`config.mk`:
```
export PLATFORM = sky130hd
export DESIGN_NAME = ps2_host
export DESIGN_NICKNAME = d
export VERILOG_FILES = /design/src/rtl/ps2_host.sv
export SDC_FILE = /design/constraint.sdc
export NUM_CORES = 1
export LEC_CHECK = 0
export CAP_MARGIN = 20
export CORE_ASPECT_RATIO = 0.75
export CORE_MARGIN = 8
export CORE_UTILIZATION = 32
export DETAILED_ROUTE_END_ITERATION = 8
export PLACE_DENSITY = 0.46
export SLEW_MARGIN = 20
export SYNTH_ARGS = -nofsm -noshare
export SYNTH_HDL_FRONTEND = slang
export SYNTH_SLANG_ARGS = --single-unit
export TNS_END_PERCENT = 50
```
`constraint.sdc`:
```
create_clock -name clk -period 2.6 [get_ports clk]
set_input_delay 0.26 -clock clk [delete_from_list [all_inputs] [get_ports clk]]
set_output_delay 0.26 -clock clk [all_outputs]
set_load 0.02 [all_outputs]
```
`src/rtl/ps2_host.sv`:
```
`default_nettype none
// +----------------------------------------------------------------------+
// | ps2_host : PS/2 host port - debounced RX into a FIFO, command TX     |
// | Rev 1.0                                                              |
// +----------------------------------------------------------------------+
module ps2_host #(
    parameter int DEBOUNCE_CYCLES = 255,
    parameter int FIFO_LOG2       = 3,
    parameter int INHIBIT_CYCLES  = 5000,
    parameter int TIMEOUT_CYCLES  = 750000
) (
    input  logic       clk,
    input  logic       reset_low,
    input  logic       ps2_clk_pin,
    input  logic       ps2_data_pin,
    output logic       ps2_clk_oe,
    output logic       ps2_data_oe,
    input  logic       rx_ready,
    output logic       rx_valid,
    output logic [7:0] rx_data,
    output logic       rx_error,
    output logic       rx_overflow,
    input  logic       tx_valid,
    output logic       tx_ready,
    input  logic [7:0] tx_data,
    output logic       tx_done,
    output logic       tx_error
);

    localparam int DEPTH = 1 << FIFO_LOG2;
    localparam int DBW   = $clog2(DEBOUNCE_CYCLES + 1);
    localparam int INW   = $clog2(INHIBIT_CYCLES + 1);
    localparam int TOW   = $clog2(TIMEOUT_CYCLES + 1);
    localparam logic [FIFO_LOG2:0] FIFO_FULL = (FIFO_LOG2 + 1)'(DEPTH);

    typedef enum logic [1:0] {
        RX_IDLE = 2'd0,
        RX_BITS = 2'd1,
        RX_DONE = 2'd2
    } rx_state_t;

    typedef enum logic [2:0] {
        TX_IDLE    = 3'd0,
        TX_INHIBIT = 3'd1,
        TX_REQ     = 3'd2,
        TX_BITS    = 3'd3,
        TX_ACK     = 3'd4,
        TX_WAIT    = 3'd5
    } tx_state_t;

    rx_state_t            rx_state, rx_next;
    tx_state_t            tx_state, tx_next;

    logic [1:0]           w_pin_raw;
    logic [1:0]           w_pin_db;
    logic                 w_clk_db;
    logic                 w_data_db;
    logic                 r_clk_prev;
    logic                 w_fall;

    logic [TOW-1:0]       r_to_cnt;
    logic                 w_to_active;
    logic                 w_timeout;

    logic [10:0]          r_rx_shift;
    logic [3:0]           r_rx_cnt;
    logic                 w_rx_shift;
    logic                 w_frame_good;
    logic                 w_push;
    logic                 w_rx_bad;
    logic                 w_rx_to;

    logic [7:0]           r_mem [DEPTH];
    logic [FIFO_LOG2-1:0] r_wr_ptr;
    logic [FIFO_LOG2-1:0] r_rd_ptr;
    logic [FIFO_LOG2:0]   r_count;
    logic                 w_full;
    logic                 w_pop;
    logic                 w_wr;

    logic                 r_ready_en;
    logic                 w_tx_hs;
    logic [7:0]           r_tx_byte;
    logic                 r_tx_par;
    logic [INW-1:0]       r_inh_cnt;
    logic [3:0]           r_tx_cnt;
    logic                 w_tx_edge;
    logic                 w_tx_ok;
    logic                 w_tx_fail;
    logic                 w_data_oe_next;
    logic                 r_clk_oe;
    logic                 r_data_oe;

    logic                 r_rx_error;
    logic                 r_rx_overflow;
    logic                 r_tx_done;
    logic                 r_tx_error;

    // Two-flop synchroniser followed by a stability counter on each pin.
    assign w_pin_raw = {ps2_data_pin, ps2_clk_pin};

    generate
        for (genvar gi = 0; gi < 2; gi++) begin : g_debounce
            logic           r_meta;
            logic           r_sync;
            logic           r_stable;
            logic [DBW-1:0] r_cnt;

            always_ff @(posedge clk or negedge reset_low) begin
                if (!reset_low) begin
                    r_meta   <= 1'b1;
                    r_sync   <= 1'b1;
                    r_stable <= 1'b1;
                    r_cnt    <= '0;
                end else begin
                    r_meta <= w_pin_raw[gi];
                    r_sync <= r_meta;
                    if (r_sync == r_stable) begin
                        r_cnt <= '0;
                    end else if (r_cnt == DBW'(DEBOUNCE_CYCLES - 1)) begin
                        r_stable <= r_sync;
                        r_cnt    <= '0;
                    end else begin
                        r_cnt <= r_cnt + DBW'(1);
                    end
                end
            end

            assign w_pin_db[gi] = r_stable;
        end
    endgenerate

    assign w_clk_db  = w_pin_db[0];
    assign w_data_db = w_pin_db[1];
    assign w_fall    = r_clk_prev & ~w_clk_db;

    // One edge-gap timer serves both FSMs; they are never active together.
    assign w_to_active = (rx_state == RX_BITS) || (tx_state == TX_REQ) ||
                         (tx_state == TX_BITS) || (tx_state == TX_ACK);
    assign w_timeout   = w_to_active && !w_fall &&
                         (r_to_cnt == TOW'(TIMEOUT_CYCLES - 1));

    assign w_frame_good = ~r_rx_shift[0] & (^r_rx_shift[9:1]) & r_rx_shift[10];

    assign w_full   = (r_count == FIFO_FULL);
    assign rx_valid = (r_count != '0);
    assign rx_data  = r_mem[r_rd_ptr];
    assign w_pop    = rx_valid & rx_ready;
    assign w_wr     = w_push & (~w_full | w_pop);

    assign tx_ready = r_ready_en && (tx_state == TX_IDLE) && (rx_state == RX_IDLE);
    assign w_tx_hs  = tx_valid & tx_ready;

    // RX FSM: a start edge is refused while TX is busy or being launched.
    always_comb begin
        rx_next    = rx_state;
        w_rx_shift = 1'b0;
        w_push     = 1'b0;
        w_rx_bad   = 1'b0;
        w_rx_to    = 1'b0;
        case (rx_state)
            RX_IDLE: begin
                if (w_fall && (tx_state == TX_IDLE) && !w_tx_hs) begin
                    w_rx_shift = 1'b1;
                    rx_next    = RX_BITS;
                end
            end
            RX_BITS: begin
                if (w_timeout) begin
                    w_rx_to = 1'b1;
                    rx_next = RX_IDLE;
                end else if (w_fall) begin
                    w_rx_shift = 1'b1;
                    if (r_rx_cnt == 4'd10) begin
                        rx_next = RX_DONE;
                    end
                end
            end
            RX_DONE: begin
                w_push   = w_frame_good;
                w_rx_bad = ~w_frame_good;
                rx_next  = RX_IDLE;
            end
            default: rx_next = RX_IDLE;
        endcase
    end

    // TX FSM
    always_comb begin
        tx_next        = tx_state;
        w_data_oe_next = 1'b0;
        w_tx_edge      = 1'b0;
        w_tx_ok        = 1'b0;
        w_tx_fail      = 1'b0;
        case (tx_state)
            TX_IDLE: begin
                if (w_tx_hs) begin
                    tx_next = TX_INHIBIT;
                end
            end
            TX_INHIBIT: begin
                if (r_inh_cnt == INW'(INHIBIT_CYCLES - 1)) begin
                    tx_next = TX_REQ;
                end
            end
            TX_REQ: begin
                w_data_oe_next = 1'b1;
                tx_next        = TX_BITS;
            end
            TX_BITS: begin
                w_data_oe_next = r_data_oe;
                if (w_timeout) begin
                    w_data_oe_next = 1'b0;
                    w_tx_fail      = 1'b1;
                    tx_next        = TX_WAIT;
                end else if (w_fall) begin
                    w_tx_edge = 1'b1;
                    if (r_tx_cnt == 4'd9) begin
                        w_data_oe_next = 1'b0;
                        tx_next        = TX_ACK;
                    end else if (r_tx_cnt == 4'd8) begin
                        w_data_oe_next = ~r_tx_par;
                    end else begin
                        w_data_oe_next = ~r_tx_byte[r_tx_cnt[2:0]];
                    end
                end
            end
            TX_ACK: begin
                if (w_timeout) begin
                    w_tx_fail = 1'b1;
                    tx_next   = TX_WAIT;
                end else if (w_fall) begin
                    w_tx_ok   = ~w_data_db;
                    w_tx_fail = w_data_db;
                    tx_next   = TX_WAIT;
                end
            end
            TX_WAIT: begin
                if (w_clk_db && w_data_db) begin
                    tx_next = TX_IDLE;
                end
            end
            default: tx_next = TX_IDLE;
        endcase
    end

    always_ff @(posedge clk or negedge reset_low) begin
        if (!reset_low) begin
            rx_state <= RX_IDLE;
            tx_state <= TX_IDLE;
        end else begin
            rx_state <= rx_next;
            tx_state <= tx_next;
        end
    end

    always_ff @(posedge clk or negedge reset_low) begin
        if (!reset_low) begin
            r_clk_prev    <= 1'b1;
            r_to_cnt      <= '0;
            r_rx_shift    <= '0;
            r_rx_cnt      <= '0;
            r_wr_ptr      <= '0;
            r_rd_ptr      <= '0;
            r_count       <= '0;
            r_ready_en    <= 1'b0;
            r_tx_byte     <= '0;
            r_tx_par      <= 1'b0;
            r_inh_cnt     <= '0;
            r_tx_cnt      <= '0;
            r_clk_oe      <= 1'b0;
            r_data_oe     <= 1'b0;
            r_rx_error    <= 1'b0;
            r_rx_overflow <= 1'b0;
            r_tx_done     <= 1'b0;
            r_tx_error    <= 1'b0;
        end else begin
            r_clk_prev <= w_clk_db;
            r_ready_en <= 1'b1;
            r_to_cnt   <= (!w_to_active || w_fall) ? '0 : r_to_cnt + TOW'(1);

            if (w_rx_shift) begin
                r_rx_shift <= {w_data_db, r_rx_shift[10:1]};
                r_rx_cnt   <= (rx_state == RX_IDLE) ? 4'd1 : r_rx_cnt + 4'd1;
            end

            if (w_wr) begin
                r_wr_ptr <= r_wr_ptr + 1'b1;
            end
            if (w_pop) begin
                r_rd_ptr <= r_rd_ptr + 1'b1;
            end
            if (w_wr && !w_pop) begin
                r_count <= r_count + 1'b1;
            end else if (!w_wr && w_pop) begin
                r_count <= r_count - 1'b1;
            end

            if (w_tx_hs) begin
                r_tx_byte <= tx_data;
                r_tx_par  <= ~^tx_data;
            end
            r_inh_cnt <= (tx_state == TX_INHIBIT) ? r_inh_cnt + INW'(1) : '0;
            if (tx_state != TX_BITS) begin
                r_tx_cnt <= '0;
            end else if (w_tx_edge) begin
                r_tx_cnt <= r_tx_cnt + 4'd1;
            end

            // Output enables are registered so the open-drain lines never glitch.
            r_clk_oe  <= (tx_next == TX_INHIBIT);
            r_data_oe <= w_data_oe_next;

            r_rx_error    <= w_rx_bad | w_rx_to;
            r_rx_overflow <= w_push & w_full & ~w_pop;
            r_tx_done     <= w_tx_ok;
            r_tx_error    <= w_tx_fail;
        end
    end

    always_ff @(posedge clk) begin
        if (w_wr) begin
            r_mem[r_wr_ptr] <= r_rx_shift[8:1];
        end
    end

    assign ps2_clk_oe  = r_clk_oe;
    assign ps2_data_oe = r_data_oe;
    assign rx_error    = r_rx_error;
    assign rx_overflow = r_rx_overflow;
    assign tx_done     = r_tx_done;
    assign tx_error    = r_tx_error;

endmodule
`default_nettype wire

```
# After elaboration in Yosys (flattened, before gate mapping)
# Memories as Yosys holds them, arrays and structs flattened.
# Cells that the tools add are included.
[totals]
output_inout_bits = 16
ramBits = 64
word_cells = 160
memories = 1
input_bits = 14
regBits = 106
[classes]
reduce_logical = 28
addsub = 10
muxes = 49
n_eq_ne = 23
bitwise = 20
n_lt_le_gt_ge = 1
[memory_table]
columns = ["name", "words", "word_bits", "rd", "rd_ports_with_merged_regs", "write_ports", "line", "text"]
rows = [
  ["r_mem", 8, 8, 1, 0, 1, "73", "logic [7:0] r_mem [DEPTH];"],
]
[ops]
columns = ["operator", "count"]
rows = [
  ["8-bit two-way mux", 4],
  ["3-bit two-way mux", 8],
  ["20-bit by 1-bit adder with 20-bit output, second input constant", 1],
  ["20-bit == test, second input constant", 1],
  ["1-bit two-way mux", 20],
  ["20-bit two-way mux", 1],
  ["4-bit two-way mux", 5],
  ["3-bit one-hot mux with 6 select lines", 1],
  ["8-bit by 1-bit adder with 8-bit output, second input constant", 2],
  ["4-bit == test, second input constant", 4],
  ["8-bit == test, second input constant", 2],
  ["13-bit by 1-bit adder with 13-bit output, second input constant", 1],
  ["13-bit == test, second input constant", 1],
  ["13-bit two-way mux", 1],
  ["4-bit by 1-bit adder with 4-bit output, second input constant", 3],
  ["1-bit inverter", 10],
  ["1-bit logical AND", 9],
  ["9-bit parity", 1],
  ["1-bit AND", 8],
  ["2-bit two-way mux", 4],
  ["8-bit XNOR reduction", 1],
  ["3-bit by 1-bit adder with 3-bit output, second input constant", 2],
  ["3-bit by 1-bit == test with 1-bit output, second input constant", 2],
  ["3-bit by 2-bit == test with 1-bit output, second input constant", 2],
  ["other kinds (21)", 37],
]

# Logic depth before layout (Yosys ltp)
# Gate-level depths: netlist (run 1).
[logic_depth]
word_depth = 10
depth_mapped = 11

# Worst setup path after synthesis (run 1)
# Ideal clock, no wire load.
[synth_path]
path_type = "reg2reg"
from = "reg r_rx_shift[2]"
to = "reg r_count[3]"
t_arrival_ps = 2735
setup_ps = 125
path_slack_ps = -261
required_ps = 2475
period_less_slack_ps = 2861
path_stages_with_launch = 12
path_cell_list = "dfrtp_1 > xor3_1 > a311o_1 > mux2i_1 > ha_1 > inv_1 > ha_1 > a21o_1 > a21oi_1 > xnor2_1 > nor2_1 > xor2_1"
[synth_between]
elab_chain_cells = 8
elab_cells_between_ends = 10
cone_classes = "mux (2); bitwise (3); reduce/logical (5)"
[synth_rtl]
columns = ["element", "line", "text"]
rows = [
  ["start: declaration", "65", "logic [10:0] r_rx_shift;"],
  ["start signal: assignment", "283", "r_rx_shift <= {w_data_db, r_rx_shift[10:1]};"],
  ["9-bit parity *", "143", "assign w_frame_good = ~r_rx_shift[0] & (^r_rx_shift[9:1]) & r_rx_shift[10];"],
  ["1-bit AND * (2 in series)", "143", ""],
  ["1-bit two-way mux *", "161", "case (rx_state)"],
  ["1-bit AND *", "149", "assign w_wr = w_push & (~w_full | w_pop);"],
  ["net w_wr", "79", "logic w_wr;"],
  ["1-bit zero test", "295", "end else if (!w_wr && w_pop) begin"],
  ["1-bit logical AND", "295", ""],
  ["2-bit nonzero test (no source line)", "--", ""],
  ["end signal: assignment", "294", "r_count <= r_count + 1'b1;"],
  ["end signal: assignment", "296", "r_count <= r_count - 1'b1;"],
  ["end: declaration", "76", "logic [FIFO_LOG2:0] r_count;"],
]
# The timed path passes the listed nets; every way through them passes the cells marked *.
# A chain may end at the register's enable or synchronous reset.

# Final worst setup path (run 1)
[layout_path]
from = "reg r_count[0]"
to = "reg r_count[3]"
[layout_between]
elab_chain_cells = 7
elab_cells_between_ends = 15
cone_classes = "add/sub (2); eq/ne (1); mux (2); bitwise (4); reduce/logical (6)"
[layout_rtl]
columns = ["element", "line"]
rows = [
  ["4-bit nonzero test / 4-bit == test (equally long branches)", "146, 145"],
  ["1-bit AND / 1-bit inverter (equally long branches)", "148, 149"],
  ["1-bit bitwise OR *", "149"],
  ["1-bit AND *", "149"],
  ["net w_wr", "79"],
  ["1-bit zero test", "295"],
  ["1-bit logical AND", "295"],
  ["2-bit nonzero test (no source line)", "--"],
]
# The timed path passes the listed nets; every way through them passes the cells marked *. The select of a mux whose other input is x is not followed.

==> results of run 1 <==
==> path summary, 6_finish.rpt <==
check	from	end	slack, ns	depth (start not counted)
max	r_count[0]	r_count[3]	0.09	11
min	ps2_clk_pin	g_debounce[0].r_meta	0.24	1
max reg2reg	r_count[0]	r_count[3]	0.09	11
min reg2reg	g_debounce[0].r_meta	g_debounce[0].r_sync	0.36	0
max in group asynchronous	reset_low	r_count[0]	1.54	3
min in group asynchronous	reset_low	r_inh_cnt[8]	0.33	2
==> what timing repair did <==
action / CTS / global route
pin swaps: 0 / 4
hold endpoints to repair: 35 / 0
resized for setup: 10 / 5
hold buffers: 1 / 0
endpoints found under the setup margin: 10 / 2
==> final cells by class <==
| type | count | area, um2 |
|---|---|---|
| clock buffers | 17 | 425.4 |
| inverters | 11 | 43.79 |
| well taps | 300 | 375.4 |
| clock inverters | 15 | 170.2 |
| flip-flops and latches | 170 | 4584 |
| multi-input cells | 361 | 2839 |
| fillers | 2177 | 13930 |
| repair buffers | 64 | 570.5 |
==> registers in the layout, summed over array words and instances, names as in the netlist, 2 cells and up <==
name,flops
r_rx_cnt,4
r_tx_byte,8
r_inh_cnt,13
g_debounce.r_sync,2
rx_state,2
r_to_cnt,20
tx_state,3
r_mem,64
g_debounce.r_stable,2
r_rx_shift,11
g_debounce.r_meta,2
g_debounce.r_cnt,16
r_rd_ptr,3
r_count,4
r_wr_ptr,3
r_tx_cnt,4
==> cell usage in the layout (no fill, tap or decap), types with 3 or more instances in the layout <==
master,netlist,layout
edfxtp_1,64,64
o21ai_0,8,7
buf_4,0,33
clkdlybuf4s50_1,0,19
xor2_1,32,32
clkbuf_16,0,17
and4_1,3,3
inv_8,0,7
nor3_1,7,6
a21o_1,4,4
and3_1,7,7
dlygate4sd2_1,0,8
nand2b_1,9,9
mux4_2,18,18
dfrtp_1,99,98
nor2b_1,4,4
ha_1,16,14
and2_1,5,5
a21oi_1,11,10
mux2_2,33,33
nand3_1,26,26
nand2_1,33,33
nor4_1,3,3
nor2_1,69,69
dfstp_2,7,7
inv_1,11,10
or3_1,5,5
xnor2_1,30,30
nand4_1,10,10
==> routing by layer <==
layer | track usage [%] | vias to the layer above | share of wire [%]
met1 | 14.86 | 2239 | 49
li1 | - | 2125 | -
met5 | 0 | - | 0
met3 | 3.252 | 12 | 3.8
met2 | 16.44 | 47 | 46
met4 | 3.201 | 0 | 1.2
==> power breakdown <==
part	internal, mW	leakage (nW)	switching [mW]
sequential	2.84	1.97	0.0996
clock	1.38	0.288	1.18
combinational	0.642	1.31	0.554
total	4.86	3.57	1.83
==> worst max-delay path, stage by stage (launching register included) <==
cell      delay, ns
dfrtp_2        0.45
or3_1          0.43
o211ai_1       0.29
mux2i_4        0.14
ha_4           0.19
inv_4          0.07
ha_4           0.19
a21o_1         0.18
a21oi_2        0.13
xnor2_1        0.13
nor2_1         0.07
xor2_1         0.13
==> kinds of logic (layout without fill, tap and decap cells) <==
group	count (synthesis)	in the layout	synth area share, %
compound gates	36	36	3.168
fa+ha+maj	17	17	2.950
mux	52	52	10.54
simple gates	191	191	12.62
buf+inv	25	107	1.391
xor+xnor	64	64	7.893
flops	170	170	61.39
other cells	1	1	0.05023
==> stage by stage <==
stage                     area [um2]  setup slack (ns)
after floorplan                 7502           -0.1083
after global placement          8383           0.01284
after detailed placement        8383          -0.03304
after CTS                       8991          0.002622
after global routing            9009          0.001166
final                           9009           0.08642
==> flow_summary.json, run 1 <==
{
  "vias_per_cell": 4.715,
  "rows": 48,
  "cts_buffer_depth": 2,
  "end_kind": "flip-flop",
  "die_area_um2": 28530,
  "h-tree-depth": 4,
  "synth_cell_types": 53,
  "cellLeakagePower_nw": 3.569,
  "report.final.hold_viol_count": 0,
  "n_antenna_cell": 0,
  "die_h_um": 148.3,
  "tns_ns": 0,
  "clk-insertion-delay-late_ns": 0.43,
  "yosys_warnings": 0,
  "wire_per_inst_um": 15.67,
  "dr_total_vias": 4423,
  "synth-edff-count": 64,
  "slew_headroom_pct": 63.15,
  "grt_max_degree": 50,
  "dpl.cell_count": 905,
  "grt_overflow_total": 0,
  "slew_viol_final": 0,
  "max_clock_freq_mhz": 397.8,
  "hpwl_um": 9992,
  "ir_drop_v": 0.0004041,
  "cts_tree": "yes",
  "seq_area_frac_synth_pct": 61.39,
  "critPathKind": "flip-flop to flip-flop",
  "drt_wl_total_um": 14700,
  "crit_fanout": 5,
  "synthTopCellsByCount": "dfrtp_1, nor2_1, edfxtp_1",
  "synth_most_common_cell": "dfrtp_1",
  "synth_area_leaders": "dfrtp_1, edfxtp_1, mux4_2, mux2_2, xor2_1",
  "finalPower_mw": 6.688,
  "chipWidth_um": 192.4,
  "hold_slack_ns": 0.2375,
  "grt_pass1_vias": 4507,
  "arrival_ns": 2.82,
  "drive_gt1_share_pct": 21.79,
  "synthArstFlopShare_pct": 62.35,
  "synth_area_um2": 7466,
  "maxCapViolations": 0,
  "ant_nets": 0,
  "post-route-util_pct": 39.27,
  "grt_util_all_layers_pct": 10.88,
  "period_needed_ns": 2.514,
  "drc": 0,
  "hold_class": "input port to flip-flop",
  "finalSetupViolCount": 0,
  "syn_avg_cell_area_um2": 13.43,
  "fin_skew_ns": 0.01458,
  "powerDensity_nw_per_um2": 742.4,
  "antenna_found_initial": 0,
  "worst_slew_pin_slew_ns": 0.5477,
  "synth_ff_type": "dfrtp_1",
  "outcome": "complete, no violations",
  "initial_core_util_pct": 32.54,
  "synthesis.nets": 587,
  "required_ns": 2.91,
  "area_growth_pct": 20.66,
  "final_cells": 938,
  "grt_first_pass_wirelength_um": 24110,
  "cts_made_buffers": 17,
  "rsz0062_at_grt": "no",
  "cts.clk_slew.worst_paths_ns": 0.07,
  "drtIter0Drc": 238,
  "post-route-period-util_pct": 96.68,
  "gp_congestion": 0.7662,
  "placement.io_buffers": 29,
  "io_pins": 30,
  "core_um2": 22940,
  "cts_sinks": 170,
  "synth_top_area_share_pct": 33.18,
  "dr.pass1.iters": 4,
  "synthCells": 556,
  "ys_seq_elements": 170,
  "critPathLaunchType": "flip-flop",
  "clockRootBuffer": "clkbuf_16",
  "fin_nets": 656,
  "cts_setup_buffers": 0,
  "synth_area_leader_cell": "dfrtp_1"
}
No activity file was read; power rests on OpenSTA's default activity.
==> inputs of run 2 (changes only) <==
--- a/config.mk
+++ b/config.mk
@@ -10,7 +10,8 @@
 export CORE_MARGIN = 8
 export CORE_UTILIZATION = 32
 export DETAILED_ROUTE_END_ITERATION = 8
-export PLACE_DENSITY = 0.46
+export HOLD_SLACK_MARGIN = 0.06
+export PLACE_DENSITY = 0.44
 export SLEW_MARGIN = 20
 export SYNTH_ARGS = -nofsm -noshare
 export SYNTH_HDL_FRONTEND = slang
==> constraint.sdc (replaced) <==
create_clock -name clk -period 3 [get_ports clk]
set_input_delay 0.3 -clock clk [delete_from_list [all_inputs] [get_ports clk]]
set_output_delay 0.3 -clock clk [all_outputs]
set_load 0.02 [all_outputs]
==> run 2 against run 1 <==
  * Utilization down 0.56 points
  * Clock power down 10%
  * Via count down 1.9%
  * Register-to-register slack better by 0.08 ns
  * Hold slack better by 0.035 ns
  * Critical endpoint unchanged
==> flow_summary.json, run 2 (synthesized netlist as in run 1, its figures left out) <==
{
  "path_depth": 11,
  "critPathKind": "flip-flop to flip-flop",
  "clk-insertion-delay-late_ns": 0.43,
  "cts_tree": "yes",
  "outcome": "complete, no violations",
  "dr_total_vias": 4337,
  "nFillCells": 2184,
  "tns_ns": 0,
  "max_clock_freq_mhz": 352.7,
  "hold_class": "input port to async pin",
  "core_um2": 22940,
  "vias_per_cell": 4.684,
  "initial_core_util_pct": 32.54,
  "rrSetupSlack_ns": 0.16,
  "gp_congestion": 0.7357,
  "cts_made_buffers": 17,
  "end_kind": "flip-flop",
  "h-tree-depth": 4,
  "cellLeakagePower_nw": 3.474,
  "ff2ff_path_depth": 11,
  "grt_util_all_layers_pct": 11.12,
  "drc": 0,
  "slew_headroom_pct": 32.23,
  "fin_nets": 644,
  "regMostFlops": "r_mem",
  "mostFrequentLayoutCell": "dfrtp_1",
  "dr.pass1.iters": 5,
  "crit_buf_inv": 1,
  "cts.clk_slew.worst_paths_ns": 0.08,
  "reg_top3": "r_mem: 64 flops, r_to_cnt: 20 flops, g_debounce.r_cnt: 16 flops",
  "critPathSlowestCell": "dfrtp_1",
  "powerDensity_nw_per_um2": 665.2,
  "ant_nets": 0,
  "antenna_found_initial": 0,
  "ir_drop_v": 0.0003442,
  "rsz0062_at_grt": "no",
  "grt_overflow_total": 0,
  "die_h_um": 148.3,
  "largest_reg_flops": 64,
  "drt_wl_total_um": 15060,
  "die_area_um2": 28530,
  "critPathLaunchType": "flip-flop",
  "grt_max_degree": 52,
  "mostFrequentLayoutCells": "dfrtp_1, nor2_1, edfxtp_1",
  "clockRootBuffer": "clkbuf_16",
  "crit_fanout": 11,
  "finalPower_mw": 5.908,
  "arrival_ns": 3.14,
  "grt_pass1_vias": 4489,
  "final_cells": 926,
  "fin_skew_ns": 0.01652,
  "post-route-period-util_pct": 94.51,
  "drtIter0Drc": 283,
  "io_pins": 30,
  "maxCapViolations": 0,
  "cts_sinks": 170,
  "area_growth_pct": 18.95,
  "slew_viol_final": 0,
  "dpl.cell_count": 893,
  "wire_per_inst_um": 16.26,
  "rows": 48,
  "placement.io_buffers": 29,
  "period_needed_ns": 2.835,
  "report.final.hold_viol_count": 0,
  "grt_first_pass_wirelength_um": 24470,
  "chipWidth_um": 192.4,
  "hold_slack_ns": 0.2727,
  "max_stage_delay_ns": 0.51,
  "finalSetupViolCount": 0,
  "drive_gt1_share_pct": 18.69,
  "required_ns": 3.31,
  "cts_setup_buffers": 0,
  "crit_chain": "xor2_1 > xnor3_1 > mux2i_1 > ha_1 > inv_1 > ha_1 > a21o_1 > a21oi_1 > xnor2_1 > nor2_1 > xor2_1",
  "cts_buffer_depth": 2,
  "worst_slew_pin_slew_ns": 1.007,
  "hpwl_um": 10200,
  "cpLargestDelayFamily": "XOR/XNOR gates",
  "n_antenna_cell": 0
}
run 2: path summary, 6_finish.rpt:
| kind | start | endpoint |
|---|---|---|
| max in group asynchronous | reset_low | r_count[1] |
| hold reg to reg | g_debounce[1].r_meta | g_debounce[1].r_sync |
| setup / recovery | r_rx_shift[6] | r_count[3] |
| setup reg to reg | r_rx_shift[6] | r_count[3] |
| hold / removal | reset_low | r_inh_cnt[10] |
| min in group clk | ps2_clk_pin | g_debounce[0].r_meta |
run 2: routing by layer:
metal / share of wire [%] / GRT usage, % / vias up
met5: 0 / 0 / -
met4: 0.56 / 3.087 / 0
met1: 52 / 15.78 / 2184
li1: - / - / 2105
met3: 2.8 / 3.065 / 6
met2: 45 / 16.39 / 42
run 2: per-stage QoR:
step                setup slack, ns  cell area (um2)  util (%)
finish                       0.1648             8881     38.71
global route                0.03368             8881     38.71
global placement             0.2194             8257     35.99
CTS                          0.1553             8881     38.71
floorplan                    0.1394             7466         -
detailed placement           0.1595             8257     35.99
run 2: final cells by class:
| type | count | area, um2 | share of cell area (%) |
|---|---|---|---|
| well taps | 300 | 375.4 | 4.227 |
| repair buffers | 52 | 488.0 | 5.495 |
| multi-input cells | 361 | 2779 | 31.29 |
| clock inverters | 14 | 185.2 | 2.085 |
| flip-flops and latches | 170 | 4583 | 51.61 |
| clock buffers | 18 | 429.2 | 4.832 |
| inverters | 11 | 41.29 | 0.4649 |
run 2: repair_timing:
item,CTS,global route
endpoints found under the hold margin,21,0
resized for setup,0,0
hold buffers,1,0
endpoints found under the setup margin,0,0
run 2: where the power goes:
part	internal [mW]	leakage (nW)	switching (mW)
clock	1.33	0.291	0.961
sequential	2.46	1.98	0.0936
combinational	0.593	1.21	0.468
run 2: worst reg2reg max path: cells and delay by family (launching register included):
family | cells | cell delay, ns
XOR/XNOR | 4 | 0.93
AND/OR/NAND/NOR | 1 | 0.06
buffers and inverters | 1 | 0.09
AO/OA/AOI/OAI | 2 | 0.32
flip-flops | 1 | 0.51
adder cells (fa/ha/maj) | 2 | 0.54
multiplexers | 1 | 0.27
